### config.mk
export PLATFORM = sky130hd
export DESIGN_NAME = tc_timer_flat
export DESIGN_NICKNAME = d
export VERILOG_FILES = /design/src/rtl/tc_timer_if.sv /design/src/rtl/tc_timer.sv /design/src/flat_wrapper.sv
export SDC_FILE = /design/constraint.sdc
export NUM_CORES = 1
export LEC_CHECK = 0
export CORE_MARGIN = 2
export CORE_UTILIZATION = 48
export CTS_BUF_LIST = sky130_fd_sc_hd__clkbuf_16
export CTS_CLUSTER_SIZE = 8
export DETAILED_ROUTE_END_ITERATION = 8
export DONT_BUFFER_PORTS = 1
export GPL_TIMING_DRIVEN = 0
export MAX_ROUTING_LAYER = met4
export SKIP_LAST_GASP = 1
export SYNTH_ARGS = -nofsm -noshare
export SYNTH_HDL_FRONTEND = slang
export SYNTH_SLANG_ARGS = --single-unit
### constraint.sdc
create_clock -name clk -period 3.22 [get_ports clk]
set_clock_uncertainty 0.05 [all_clocks]
set_input_delay 0.161 -clock clk [delete_from_list [all_inputs] [get_ports clk]]
set_output_delay 0.161 -clock clk [all_outputs]
set_load 0.05 [all_outputs]
### src/rtl/tc_timer_if.sv
// CPU data-memory bus as seen by a memory-mapped peripheral: the CPU masters
// address, byte enables and store data; the peripheral returns read data.
interface tc_timer_if;
    logic [31:0] addr;
    logic [3:0]  byteen;
    logic [31:0] wdata;
    logic [31:0] rdata;

    modport master (
        output addr,
        output byteen,
        output wdata,
        input  rdata
    );

    modport slave (
        input  addr,
        input  byteen,
        input  wdata,
        output rdata
    );
endinterface

### src/rtl/tc_timer.sv
// Memory-mapped down-counting timer with one-shot and auto-reload modes and a
// level interrupt; CTRL/PRESET/COUNT live in a 16-byte window at BASE.
module tc_timer #(
    parameter logic [31:0] BASE = 32'h0000_7F00
) (
    input  logic      clk,
    input  logic      reset,
    tc_timer_if.slave bus,
    output logic      irq
);

    typedef enum logic [1:0] {
        IDLE = 2'd0,
        LOAD = 2'd1,
        CNT  = 2'd2,
        INT  = 2'd3
    } state_t;

    function automatic logic [31:0] merge_bytes(
        input logic [31:0] old_v,
        input logic [31:0] new_v,
        input logic [3:0]  be
    );
        logic [31:0] res;
        for (int i = 0; i < 4; i++) begin
            res[8*i +: 8] = be[i] ? new_v[8*i +: 8] : old_v[8*i +: 8];
        end
        return res;
    endfunction

    state_t      state_r;
    state_t      state_nxt_s;
    logic [3:0]  ctrl_r;
    logic [31:0] preset_r;
    logic [31:0] count_r;
    logic [31:0] count_nxt_s;
    logic        irq_flag_r;

    logic        sel_s;
    logic        wr_s;
    logic        wr_ctrl_s;
    logic        wr_preset_s;
    logic [3:0]  ctrl_wdata_s;
    logic        en_eff_s;
    logic        auto_s;
    logic        flag_set_s;
    logic        flag_clr_fsm_s;
    logic        en_clr_s;
    logic        unused_addr_s;

    assign unused_addr_s = ^bus.addr[1:0];
    assign auto_s        = (ctrl_r[2:1] == 2'd1);
    assign irq           = irq_flag_r & ctrl_r[3];

    // Address decode and the CTRL value a write in this cycle would produce.
    always_comb begin
        sel_s       = (bus.addr[31:4] == BASE[31:4]);
        wr_s        = sel_s && (bus.byteen != 4'd0);
        wr_ctrl_s   = wr_s && (bus.addr[3:2] == 2'd0);
        wr_preset_s = wr_s && (bus.addr[3:2] == 2'd1);
        if (bus.byteen[0]) begin
            ctrl_wdata_s = bus.wdata[3:0];
        end else begin
            ctrl_wdata_s = ctrl_r;
        end
        // IDLE looks at the enable being written so LOAD follows the enabling store directly.
        if (wr_ctrl_s) begin
            en_eff_s = ctrl_wdata_s[0];
        end else begin
            en_eff_s = ctrl_r[0];
        end
    end

    // Counter FSM: next state, next COUNT and flag/enable side effects.
    always_comb begin
        state_nxt_s    = state_r;
        count_nxt_s    = count_r;
        flag_set_s     = 1'b0;
        flag_clr_fsm_s = 1'b0;
        en_clr_s       = 1'b0;
        case (state_r)
            IDLE: begin
                if (en_eff_s) begin
                    state_nxt_s = LOAD;
                end else begin
                    state_nxt_s = IDLE;
                end
            end
            LOAD: begin
                count_nxt_s    = preset_r;
                flag_clr_fsm_s = 1'b1;
                state_nxt_s    = CNT;
            end
            CNT: begin
                if (!ctrl_r[0]) begin
                    state_nxt_s = IDLE;
                end else if (count_r > 32'd1) begin
                    count_nxt_s = count_r - 32'd1;
                end else begin
                    count_nxt_s = 32'd0;
                    flag_set_s  = 1'b1;
                    en_clr_s    = !auto_s;
                    state_nxt_s = INT;
                end
            end
            INT: begin
                if (auto_s) begin
                    flag_clr_fsm_s = 1'b1;
                    state_nxt_s    = LOAD;
                end else begin
                    state_nxt_s = IDLE;
                end
            end
            default: begin
                state_nxt_s = IDLE;
            end
        endcase
    end

    // Read mux; anything outside the window or in the reserved slot reads zero.
    always_comb begin
        bus.rdata = 32'd0;
        if (sel_s) begin
            case (bus.addr[3:2])
                2'd0:    bus.rdata = {28'd0, ctrl_r};
                2'd1:    bus.rdata = preset_r;
                2'd2:    bus.rdata = count_r;
                default: bus.rdata = 32'd0;
            endcase
        end else begin
            bus.rdata = 32'd0;
        end
    end

    // Register state; a CPU CTRL write beats the FSM's enable clear, a flag set beats any clear.
    always_ff @(posedge clk) begin
        if (reset) begin
            state_r    <= IDLE;
            ctrl_r     <= 4'd0;
            preset_r   <= 32'd0;
            count_r    <= 32'd0;
            irq_flag_r <= 1'b0;
        end else begin
            state_r <= state_nxt_s;
            count_r <= count_nxt_s;
            if (wr_ctrl_s) begin
                ctrl_r <= ctrl_wdata_s;
            end else if (en_clr_s) begin
                ctrl_r[0] <= 1'b0;
            end
            if (wr_preset_s) begin
                preset_r <= merge_bytes(preset_r, bus.wdata, bus.byteen);
            end
            if (flag_set_s) begin
                irq_flag_r <= 1'b1;
            end else if (wr_ctrl_s || flag_clr_fsm_s) begin
                irq_flag_r <= 1'b0;
            end
        end
    end

endmodule

### src/flat_wrapper.sv
// flat-port wrapper written by rule: the top's interface ports become plain ports
module tc_timer_flat 
#(
    parameter logic [31:0] BASE = 32'h0000_7F00
)
  (clk, reset, irq, bus_addr, bus_byteen, bus_wdata, bus_rdata);
  tc_timer_if bus_i ();
  input  logic clk;
  input  logic reset;
  output logic irq;
  input wire logic [$bits(bus_i.addr)-1:0] bus_addr;
  input wire logic [$bits(bus_i.byteen)-1:0] bus_byteen;
  input wire logic [$bits(bus_i.wdata)-1:0] bus_wdata;
  output wire logic [$bits(bus_i.rdata)-1:0] bus_rdata;
  assign bus_i.addr = bus_addr;
  assign bus_i.byteen = bus_byteen;
  assign bus_i.wdata = bus_wdata;
  assign bus_rdata = bus_i.rdata;
  tc_timer #(.BASE(BASE)) u_core (.clk(clk), .reset(reset), .bus(bus_i), .irq(irq));
endmodule
==> impl_metrics.ini <==
[run_status]
status = completed

[cells_and_area]
drive_gt1_share_pct = 6.25
antenna_cells = 0
final_nets = 659
num-fill-cells = 802
area_delta_synth_final_pct = 19.6

[global_route]
grt_pass1_vias = 4262
antenna_found_initial = 0
grtUsageTotal_pct = 32.1
grt_overflow = 0
grt_pass1_wl_mm = 23.5
grt_max_degree = 13

[setup_path]
cp_slowest_cell = nor4_1
required_ps = 3370
reg2reg_depth = 6
arrival_ps = 3090
start_kind = flip-flop
end_kind = flip-flop
cp_slowest_stage_delay_ps = 580
critPathKind = reg -> reg
crit_chain = clkbuf_1 -> or4_1 -> nor4_1 -> nand4_1 -> o21ai_1 -> a211oi_1
crit_fanout = 9

[synthesis]
ys_seq_area_share_pct = 32.8
synthTopCellsByCount = nor2_1 (85), dfxtp_1 (71), clkbuf_1 (42), mux2i_1 (42)
syn_inst = 543
synth_top_family_by_area = simple AND/OR/NAND/NOR gates
mappedNetlistArea_sq_um = 4340
ys.flop_type = dfxtp_1
synth_xor_area_share_pct = 0.404
yosysMostFrequentCell = nor2_1
synth_top_area_cell = dfxtp_1
synthMuxAreaShare_pct = 9.69
syn_nets = 615
synth.distinct_cells = 60
synthArstFlopShare_pct = 0
synth_top_area_share_pct = 32.8
yosys-top-cells-area = dfxtp_1 (33%), mux2i_1 (9.7%), nor2_1 (7.4%), a22oi_1 (4.8%), clkbuf_1 (3.6%)
synth_warnings = 0
synth-seq-cells = 71
avgSynthCellArea_sq_um = 7.99
synth_compound_area_share_pct = 21.7
synth_edf_count = 0
synth-simple-area-share_pct = 29.3
synthAdderAreaFrac_pct = 0.577

[floorplanning]
die_area_sq_um = 9810
io_pins = 103
die-height_um = 99.1
die_w_um = 99.1
start_util_pct = 49.5
rows = 34
core_sq_um = 8760

[timing]
clock.fmax_mhz = 339
rsz0062_at_grt = no
setup_tns_ps = 0
timing.slew.headroom_pct = 33.9
fin_ws_ps = 272
drv_slew = 0
final.min_clock_period_ps = 2950
fin_crit_sh_pct = 91.5
setup_viol = 0
hold_viol = 0
worstMarginPinSlew_ps = 985

[detailed_routing]
wire_per_inst_um = 21.7
vias_per_cell = 6.48
drt_iter0_drc = 325
drtPass1Iterations = 5
wl_mm = 15.2
vias = 4533
ant_nets = 0
drc_errors = 0

[clock_network]
h-tree-depth = 3
clockBufferDepth = 2
clock_sinks = 71
cts_tree = yes
cts-root-buf = clkbuf_16
worst_skew_pair.late_latency_ps = 340
cts_inserted_buffers = 9
cts_setup_buffers = 0
clk_pin_slew_worst_paths_ps = 60

[place]
place_congestion = 0.954
dpl.hpwl_mm = 10.9
port_buffers = 0
place_ws_ps = 352

[run]
maxCapViolations = 0

[power_and_ir_drop]
p_leak_nw = 1.76
irDropWorstVdd_mv = 0.198
p_per_area_nw_per_um2 = 439

[min_path]
holdCritPathClass = in -> reg
min_path_cells = 3
## power breakdown
part | internal, W | switching, W | leakage [nW]
Combinational | 0.0000389 | 0.0000548 | 1.01
Sequential | 0.000878 | 0.000000000000442 | 0.571
Clock | 0.000910 | 0.000398 | 0.187
Total | 0.00183 | 0.000452 | 1.76
## final timing paths
check                    startpoint                  to  slack, ps
hold reg to reg   u_core.irq_flag_r   u_core.irq_flag_r        450
hold / removal                reset  u_core.count_r[13]         60
setup / recovery  u_core.count_r[2]  u_core.count_r[17]        270
setup reg to reg  u_core.count_r[2]  u_core.count_r[17]        270
## cells by family after synthesis
logic type | count (synthesis)
simple gates | 232
compound gates | 135
flops | 71
buf+inv | 59
mux | 42
xor+xnor | 2
fa+ha+maj | 2
## cell usage in the layout, fill, tap and decap left out, types with 3 or more instances in the layout
| cell type | Yosys | routed |
|---|---|---|
| o32ai_1 | 3 | 3 |
| nor3_1 | 15 | 15 |
| nand2b_1 | 6 | 6 |
| dlygate4sd3_1 | 0 | 33 |
| o21ai_1 | 4 | 4 |
| mux2i_1 | 42 | 42 |
| o31a_1 | 5 | 5 |
| a31oi_1 | 14 | 14 |
| nor2_1 | 85 | 85 |
| nor4b_1 | 6 | 6 |
| a211oi_1 | 7 | 7 |
| bufinv_16 | 0 | 5 |
| or2_2 | 5 | 5 |
| a41oi_1 | 3 | 3 |
| a21oi_1 | 20 | 20 |
| nor3_2 | 3 | 3 |
| a32oi_1 | 10 | 10 |
| clkbuf_16 | 0 | 9 |
| nor2b_1 | 4 | 4 |
| clkbuf_1 | 42 | 42 |
| inv_1 | 11 | 11 |
| or3_1 | 9 | 9 |
| and2_1 | 4 | 4 |
| dfxtp_1 | 71 | 71 |
| nor4_1 | 9 | 9 |
| o311ai_0 | 3 | 3 |
| or4_1 | 6 | 6 |
| nand2_1 | 28 | 28 |
| o22ai_1 | 5 | 5 |
| nor4_4 | 4 | 4 |
| a22oi_1 | 28 | 28 |
| nand4_1 | 7 | 7 |
| nand3_1 | 23 | 23 |
| o21ai_0 | 14 | 14 |
| a221oi_1 | 4 | 4 |
| o41ai_1 | 5 | 5 |
## stage by stage
step           area (sq um)  util (%)  cells  power, W  hold slack (ps)
6_report               5190      59.2    700   0.00228             61.8
5_1_grt                5190      59.2    700   0.00232             94.3
4_1_cts                5190      59.2    700   0.00228             51.3
3_5_place_dp           4470      51.0    651  0.000957              251
3_3_place_gp           4470      51.0    651  0.000956              244
2_1_floorplan          4340         -    543  0.000936              238
## worst max-delay path, delay by kind of cell (launching register included)
family	cells	cell delay [ps]
AO/OA/AOI/OAI	2	650
buffers and inverters	1	200
flip-flops	1	300
AND/OR/NAND/NOR	3	1600
## cell type report
class	instances	area, sq um	area share [%]
clock buffers	9	225	4.34
repair buffers	33	330	6.37
inverters	12	45.0	0.868
plain buffers	47	195	3.76
multi-input cells	413	2680	51.6
well taps	108	135	2.60
flip-flops and latches	71	1420	27.4
clock inverters	7	159	3.06
## sequential cells by signal (all words and copies together) (netlist names)
name	flops
u_core.preset_r	32
u_core.ctrl_r	4
u_core.count_r	32
u_core.irq_flag_r	1
u_core.state_r	2
## layer usage
metal / part of all wire, % / up-vias / global-route usage, %
met1: 46 / 2139 / 43.0
met4: 2.4 / 0 / 12.2
met5: 0 / - / -
li1: - / 2138 / -
met2: 45 / 224 / 49.0
met3: 7.0 / 32 / 5.04
## timing repair
| action | CTS | global route |
|---|---|---|
| hold buffers | 33 | 0 |
| endpoints found under the hold margin | 37 | 0 |
| gates resized for setup | 0 | 0 |
(Power assumes the default switching activity.)
